==> src/rtl/operand_fetch_stage.sv <==
// Purpose: ID->EX operand fetch. Reads the regfile, forwards results from EX/MEM, and fills the ID/EX register.
// Latency: 1 cycle from accept (in_valid & in_ready) to out_valid.
// Backpressure: holds ID/EX while out_ready=0; a load-use hazard stalls the input and inserts one bubble.
//
// Ports:
//   clk, rst                      clock (posedge) and synchronous active-high reset
//   flush                         kills the ID/EX contents (branch/jump redirect)
//   in_valid/in_ready, in_*       decoded instruction handshake and fields
//   rf_rs1/rs2_addr, rf_*_data    combinational regfile read port
//   ex_result                     result of the instruction now in ID/EX
//   mem_rd, mem_rd_we, mem_data   writeback info from the MEM stage
//   out_valid/out_ready, out_*    ID/EX register contents to EX
//   stall_cnt                     saturating count of load-use bubbles
module operand_fetch_stage #(
  parameter int XLEN   = 32,
  parameter int CTRL_W = 16,
  parameter int CNT_W  = 16
) (
  input  logic              clk,
  input  logic              rst,
  input  logic              flush,
  input  logic              in_valid,
  output logic              in_ready,
  input  logic [4:0]        in_rs1,
  input  logic [4:0]        in_rs2,
  input  logic              in_use_rs1,
  input  logic              in_use_rs2,
  input  logic [4:0]        in_rd,
  input  logic              in_rd_we,
  input  logic              in_is_load,
  input  logic [CTRL_W-1:0] in_ctrl,
  output logic [4:0]        rf_rs1_addr,
  output logic [4:0]        rf_rs2_addr,
  input  logic [XLEN-1:0]   rf_rs1_data,
  input  logic [XLEN-1:0]   rf_rs2_data,
  input  logic [XLEN-1:0]   ex_result,
  input  logic [4:0]        mem_rd,
  input  logic              mem_rd_we,
  input  logic [XLEN-1:0]   mem_data,
  output logic              out_valid,
  input  logic              out_ready,
  output logic [XLEN-1:0]   out_op1,
  output logic [XLEN-1:0]   out_op2,
  output logic [4:0]        out_rd,
  output logic              out_rd_we,
  output logic              out_is_load,
  output logic [CTRL_W-1:0] out_ctrl,
  output logic [CNT_W-1:0]  stall_cnt
);

  typedef struct packed {
    logic [XLEN-1:0]   op1;
    logic [XLEN-1:0]   op2;
    logic [4:0]        rd;
    logic              rd_we;
    logic              is_load;
    logic [CTRL_W-1:0] ctrl;
  } idex_t;

  idex_t             idex_q;
  idex_t             idex_d;
  logic              idex_vld;
  logic              hazard;
  logic              accept;
  logic [CNT_W-1:0]  cnt_q;

  // Priority mux for one source. A load in EX has no result yet, so it is
  // excluded from EX forwarding; the hazard logic covers that case instead.
  function automatic logic [XLEN-1:0] sel_operand(
    input logic [4:0]      idx,
    input logic [XLEN-1:0] rf_dat,
    input logic            ex_fwd_ok,
    input logic [4:0]      ex_rd,
    input logic [XLEN-1:0] ex_dat,
    input logic            mem_we,
    input logic [4:0]      m_rd,
    input logic [XLEN-1:0] m_dat
  );
    logic [XLEN-1:0] r;
    r = rf_dat;
    if (idx == 5'd0)                   r = '0;
    else if (ex_fwd_ok && ex_rd == idx) r = ex_dat;
    else if (mem_we && m_rd == idx)    r = m_dat;
    return r;
  endfunction

  logic ex_fwd_ok;
  assign ex_fwd_ok = idex_vld & idex_q.rd_we & ~idex_q.is_load;

  assign rf_rs1_addr = in_rs1;
  assign rf_rs2_addr = in_rs2;

  // Load in EX whose destination is read by the incoming instruction.
  assign hazard = idex_vld & idex_q.is_load & idex_q.rd_we & (idex_q.rd != 5'd0)
                & ((in_use_rs1 & (in_rs1 == idex_q.rd)) | (in_use_rs2 & (in_rs2 == idex_q.rd)));

  assign in_ready = ~rst & ~flush & ~hazard & (~idex_vld | out_ready);
  assign accept   = in_valid & in_ready;

  always_comb begin
    idex_d         = idex_q;
    idex_d.op1     = sel_operand(in_rs1, rf_rs1_data, ex_fwd_ok, idex_q.rd, ex_result,
                                 mem_rd_we, mem_rd, mem_data);
    idex_d.op2     = sel_operand(in_rs2, rf_rs2_data, ex_fwd_ok, idex_q.rd, ex_result,
                                 mem_rd_we, mem_rd, mem_data);
    idex_d.rd      = in_rd;
    idex_d.rd_we   = in_rd_we;
    idex_d.is_load = in_is_load;
    idex_d.ctrl    = in_ctrl;
  end

  always_ff @(posedge clk) begin
    if (rst) begin
      idex_vld <= 1'b0;
      idex_q   <= '0;
      cnt_q    <= '0;
    end else if (flush) begin
      idex_vld <= 1'b0;
    end else if (accept) begin
      idex_vld <= 1'b1;
      idex_q   <= idex_d;
    end else if (~idex_vld | out_ready) begin
      // EX drained and nothing new entered: slot empties. With a pending
      // load-use hazard this empty slot is the bubble.
      idex_vld <= 1'b0;
      if (hazard && cnt_q != '1)
        cnt_q <= cnt_q + CNT_W'(1);
    end
  end

  assign out_valid   = idex_vld;
  assign out_op1     = idex_q.op1;
  assign out_op2     = idex_q.op2;
  assign out_rd      = idex_q.rd;
  assign out_rd_we   = idex_q.rd_we;
  assign out_is_load = idex_q.is_load;
  assign out_ctrl    = idex_q.ctrl;
  assign stall_cnt   = cnt_q;

endmodule

==> config.mk <==
export PLATFORM = sky130hd
export DESIGN_NAME = operand_fetch_stage
export DESIGN_NICKNAME = d
export VERILOG_FILES = /design/src/rtl/operand_fetch_stage.sv
export SDC_FILE = /design/constraint.sdc
export NUM_CORES = 1
export LEC_CHECK = 0
export CAP_MARGIN = 30
export CORE_MARGIN = 10
export CORE_UTILIZATION = 25
export CTS_CLUSTER_DIAMETER = 30
export DETAILED_ROUTE_END_ITERATION = 12
export DONT_BUFFER_PORTS = 1
export REMOVE_ABC_BUFFERS = 1
export SLEW_MARGIN = 15
export SYNTH_ARGS = -nofsm -noshare
export SYNTH_HDL_FRONTEND = slang
export SYNTH_SLANG_ARGS = --single-unit
==> constraint.sdc <==
create_clock -name clk -period 1.9 [get_ports clk]
set_input_delay 0.38 -clock clk [delete_from_list [all_inputs] [get_ports clk]]
set_output_delay 0.38 -clock clk [all_outputs]
set_load 0.01 [all_outputs]
# Word level (Yosys, flattened, before mapping)
# Index checks and enable logic that the tools add are counted.
# word_totals
ff_bits	104
input_bits	174
wordCells	56
output_inout_bits	115
# classes
n_reduce_logical	12
add_sub_neg	1
eq_ne	7
mux	8
n_bitwise	20
# ops
operator	count
$mux W32	6
$eq A5 B5 Y1	6
$add A16 B1 Y16 const B	1
$ne A16 B16 Y1 const B	1
$and A1 B1 Y1	12
$logic_not A5 Y1	2
$not A1 Y1	6
$logic_and A1 B1 Y1	5
$reduce_bool A5 Y1	1
$reduce_and A4 Y1	1
$mux W1	2
$or A1 B1 Y1	2
$reduce_and A2 Y1	1
$reduce_bool A2 Y1	1
$reduce_or A2 Y1	1

# Longest topological paths before layout
# logic_depth
depth_word	10
ltp_mapped	8
ltp_nobuf	6

# Worst setup path before layout
# No wires, ideal clock.
# synth_path
path_kind	reg2out
start	register idex_q, in the netlist out_rd[0]
end	output in_ready
path_stages_with_launch	6
path_buffers	1
setup_slack_ns	-0.422
required_time_ns	1.520
arrival_ns	1.942
path_cell_list	dfxtp_1 > or4_4 > o2111ai_4 > clkbuf_1 > nor2_1 > nor4_1
# synth_via
elab_chain_len	7
elab_cells_between_ends	11
cone_classes	eq/ne (2); bitwise (8); reduce/logical (1)
# synth_lines
element	line	rtl
from (decl)	60	idex_t idex_q;
from (signal assigned)	121	idex_q <= idex_d;
$eq A5 B5 Y1	95	& ((in_use_rs1 & (in_rs1 == idex_q.rd)) | (in_use_rs2 & (in_rs2 == idex_q.rd)));
$and A1 B1 Y1	95	
$or A1 B1 Y1	95	
$and A1 B1 Y1 *	95	
$not A1 Y1 *	97	assign in_ready = ~rst & ~flush & ~hazard & (~idex_vld | out_ready);
$and A1 B1 Y1 * (2 in series)	97	
to (decl)	23	output logic in_ready,
# Every way passes the cells marked *; elsewhere a longest branch is shown, timed or not.

# Worst setup path in the final report
# Same ends and word-level chain as after synthesis.

==> flow_metrics.py <==
metrics = {
    "placed_design": {
        "place_hpwl_mm": 20.1,
        "dp.cells": 1091,
        "port_buffers": 0,
        "pre_cts_ws_ns": -0.350,
        "place_congestion": 0.852,
    },
    "clock_tree": {
        "htreeDepth": 3,
        "cts_root_buf": "clkbuf_16",
        "cts.sinks": 104,
        "clockBufferDepth": 2,
        "ctsHoldBuffers": 0,
        "clkTransAtPathRegs_ns": 0.09,
        "clk_latency_ns": 0.37,
        "cts_tree": "yes",
        "cts_buffers": 9,
    },
    "sta": {
        "tightest_slew_ns": 0.502,
        "max-slew-margin-rel_pct": 66.2,
        "skew_ns": 0.0154,
        "setup_viol": 105,
        "holdWs_ns": 0.0676,
        "setup_ws_ns": -0.461,
        "rsz0062_at_grt": "yes",
        "hold_violations": 0,
        "max_freq_ghz": 0.424,
        "tns_ns": -36.08,
        "post-route-period-util_pct": 124,
        "layout_min_cycle_time_ns": 2.36,
        "drv_slew": 0,
    },
    "logic_synthesis": {
        "seq_area_frac_synth_pct": 32.4,
        "synth_edf_count": 0,
        "postSynthCellCount": 770,
        "syn-cell-area_sq_um": 6420,
        "synth_flop_cell": "dfxtp_1",
        "yosysWarnings": 0,
        "synth.avg_cell_area_sq_um": 8.33,
        "synth_seq_cells": 104,
        "synth-async-reset-ratio_pct": 0,
        "synthDistinctLibCells": 48,
    },
    "floorplan": {
        "io_pins": 289,
        "die_h_um": 180,
        "row_count": 58,
        "core_sq_um": 25300,
        "die_w_um": 180,
        "dieArea_sq_um": 32500,
        "start_util_pct": 25.4,
    },
    "global_routing": {
        "antenna_found_initial": 10,
        "grt_pass1_wl_mm": 46.2,
        "grt_overflow": 0,
        "grt_pass1_vias": 6771,
        "grt_max_degree": 57,
        "track_usage_pct": 18.5,
    },
    "worst_setup_path": {
        "crit_type": "reg2out",
        "cp-start-kind": "register",
        "critPathArrivalTime_ns": 1.98,
        "worstPathMaxFanout": 2,
        "end_kind": "output port",
        "rr_worst_depth": 11,
        "r2r-start": "out_rd[0]$_SDFFE_PP0P_",
        "crit_required_ns": 1.52,
        "worstReg2RegEnd": "out_op2[25]$_SDFFE_PP0P_",
        "rrSetupSlack_ns": -0.44,
    },
    "final_layout": {
        "nFillCells": 2490,
        "multi_input_area_sq_um": 4310,
        "area_growth_pct": 48.0,
        "fin_cells": 1176,
        "drive_gt1_share_pct": 34.6,
        "regArea_sq_um": 2100,
        "nNetsFinal": 1006,
    },
    "run_status": {
        "status": "finished with violations",
        "failed_checks": "negative setup slack",
    },
    "run": {
        "drv_cap": 0,
    },
    "detailed_routing": {
        "viasPerCell": 5.66,
        "totalWireLength_mm": 31.7,
        "drtIter0Drc": 435,
        "vias": 6656,
        "drcViolationCount": 0,
        "routedWlPerCell_um": 27.0,
        "dr.pass1.iters": 7,
        "ant_nets": 0,
    },
    "hold_path": {
        "whs_path_depth": 1,
        "hp-start": "flush",
        "hp-class": "in2reg",
        "holdPathEnd": "out_valid$_SDFFE_PP0P_",
    },
    "power": {
        "peakVddDrop_mv": 0.371,
        "total_power_mw": 5.63,
        "power_density_nw_per_um2": 593,
        "p_leak_nw": 3.58,
    },
}
[placed cells by master, fill, tap and decap left out, types with 3 or more instances in the layout]
master and instances:
nand2_1 5, mux2_2 22, or4_4 3, buf_4 65, or4_1 5, diode_2 10, a31oi_1 32, buf_8 7
nand3_1 7, nand4_1 8, nand3b_1 33, nand2b_1 5, xor2_1 15, and2_2 3, inv_1 102, o31ai_1 36
nor2_1 19, clkbuf_16 10, o32ai_4 5, nor3_4 4, o21ai_0 32, dfxtp_4 3, a211oi_1 32, nor2b_1 32
a21boi_0 24, o32ai_2 58, a21oi_1 4, a21boi_1 8, mux2_4 10, buf_12 26, nor4_4 8, nor4_1 3
buf_16 24, and3_1 33, buf_6 14, dfxtp_1 99
[final cells by class]
type,instances,share of cell area (%)
Clock buffer,9,2.37
Antenna cell,10,0.264
Multi-Input combinational cell,477,45.4
Tap cell,330,4.35
Clock inverter,7,0.909
Inverter,102,4.03
Timing Repair Buffer,137,20.6
Sequential cell,104,22.1
[power breakdown]
group	total (mW)	switching [mW]	internal, mW
combinational	1.18	0.605	0.573
sequential	2.39	0.122	2.27
clock	2.06	1.01	1.05
total	5.63	1.73	3.90
[sequential cells by signal, summed over array words and instances (netlist names)]
name	cells
out_ctrl	16
out_is_load	1
out_op1	32
out_op2	32
out_rd	5
out_rd_we	1
out_valid	1
stall_cnt	16
[stage by stage]
| step | util (%) | cell area (sq um) |
|---|---|---|
| floorplan | - | 6020 |
| global placement | 28.7 | 7250 |
| detailed placement | 28.7 | 7250 |
| CTS | 36.8 | 9300 |
| global route | 37.6 | 9490 |
| finish | 37.6 | 9490 |
[cell usage after synthesis, types with 2 or more instances]
master / n / area [sq um]
a211oi_1: 33 / 248
a21boi_0: 24 / 180
a21boi_1: 8 / 60.1
a21oi_1: 6 / 30.0
a31oi_1: 32 / 200
and2_1: 4 / 25.0
and3_1: 34 / 213
buf_2: 18 / 90.1
buf_4: 13 / 97.6
clkbuf_1: 56 / 210
dfxtp_1: 104 / 2080
inv_1: 102 / 383
mux2_2: 31 / 349
mux2i_1: 2 / 20.0
nand2_1: 5 / 18.8
nand2b_1: 5 / 31.3
nand3_1: 7 / 35.0
nand3b_1: 33 / 248
nand4_1: 8 / 50.1
nor2_1: 21 / 78.8
nor2b_1: 32 / 200
nor3_1: 7 / 35.0
nor4_1: 10 / 62.6
o21ai_0: 32 / 160
o31ai_1: 37 / 278
o32ai_1: 55 / 482
o32ai_2: 9 / 146
or4_1: 7 / 52.6
xor2_1: 16 / 140
[cells by family after synthesis]
family / Yosys count / synth area share (%)
DFF: 104 / 32.4
adders and majority gates: 1 / 0.195
AOI/OAI and AO/OA: 243 / 29.2
buffers and inverters: 189 / 12.2
muxes: 34 / 5.93
xor gates and xnor gates: 17 / 2.32
and+or+nand+nor: 182 / 17.7
[layer usage]
metal	GRT usage [%]	wire length, um	vias to the layer above
met1	22.0	12500	3295
li1	-	-	2969
met3	5.58	2770	53
met2	29.9	15400	339
met5	0	0	-
met4	8.27	1000	0
[worst max path at each step]
stage                                       from  slack [ns]  cells past startpoint                         to
after floorplan           out_rd[1]$_SDFFE_PP0P_       -2.86                      5   out_ctrl[0]$_SDFFE_PP0P_
after global placement                 in_rs1[2]       -0.30                      6  stall_cnt[9]$_SDFFE_PP0P_
after detailed placement  out_rd[1]$_SDFFE_PP0P_       -0.35                      6  stall_cnt[9]$_SDFFE_PP0P_
after CTS                 out_rd[0]$_SDFFE_PP0P_       -0.48                      5                   in_ready
after global routing      out_rd[2]$_SDFFE_PP0P_       -0.54                      7                   in_ready
final                     out_rd[0]$_SDFFE_PP0P_       -0.46                      5                   in_ready
[worst max-delay path: stages (launching register included)]
cell and delay, ns:
dfxtp_4 0.35, or4_4 0.55, o2111ai_4 0.21, nor2_1 0.10, nor4_1 0.24, buf_4 0.17
[timing repair]
item / in CTS / in global routing
gates resized for setup: 163 / 12
buffers inserted: 29 / 7
cloned: 24 / 1
endpoints found under the setup margin: 104 / 105
pin swaps: 75 / 5
Note: power is estimated with default switching activity, not from simulation.
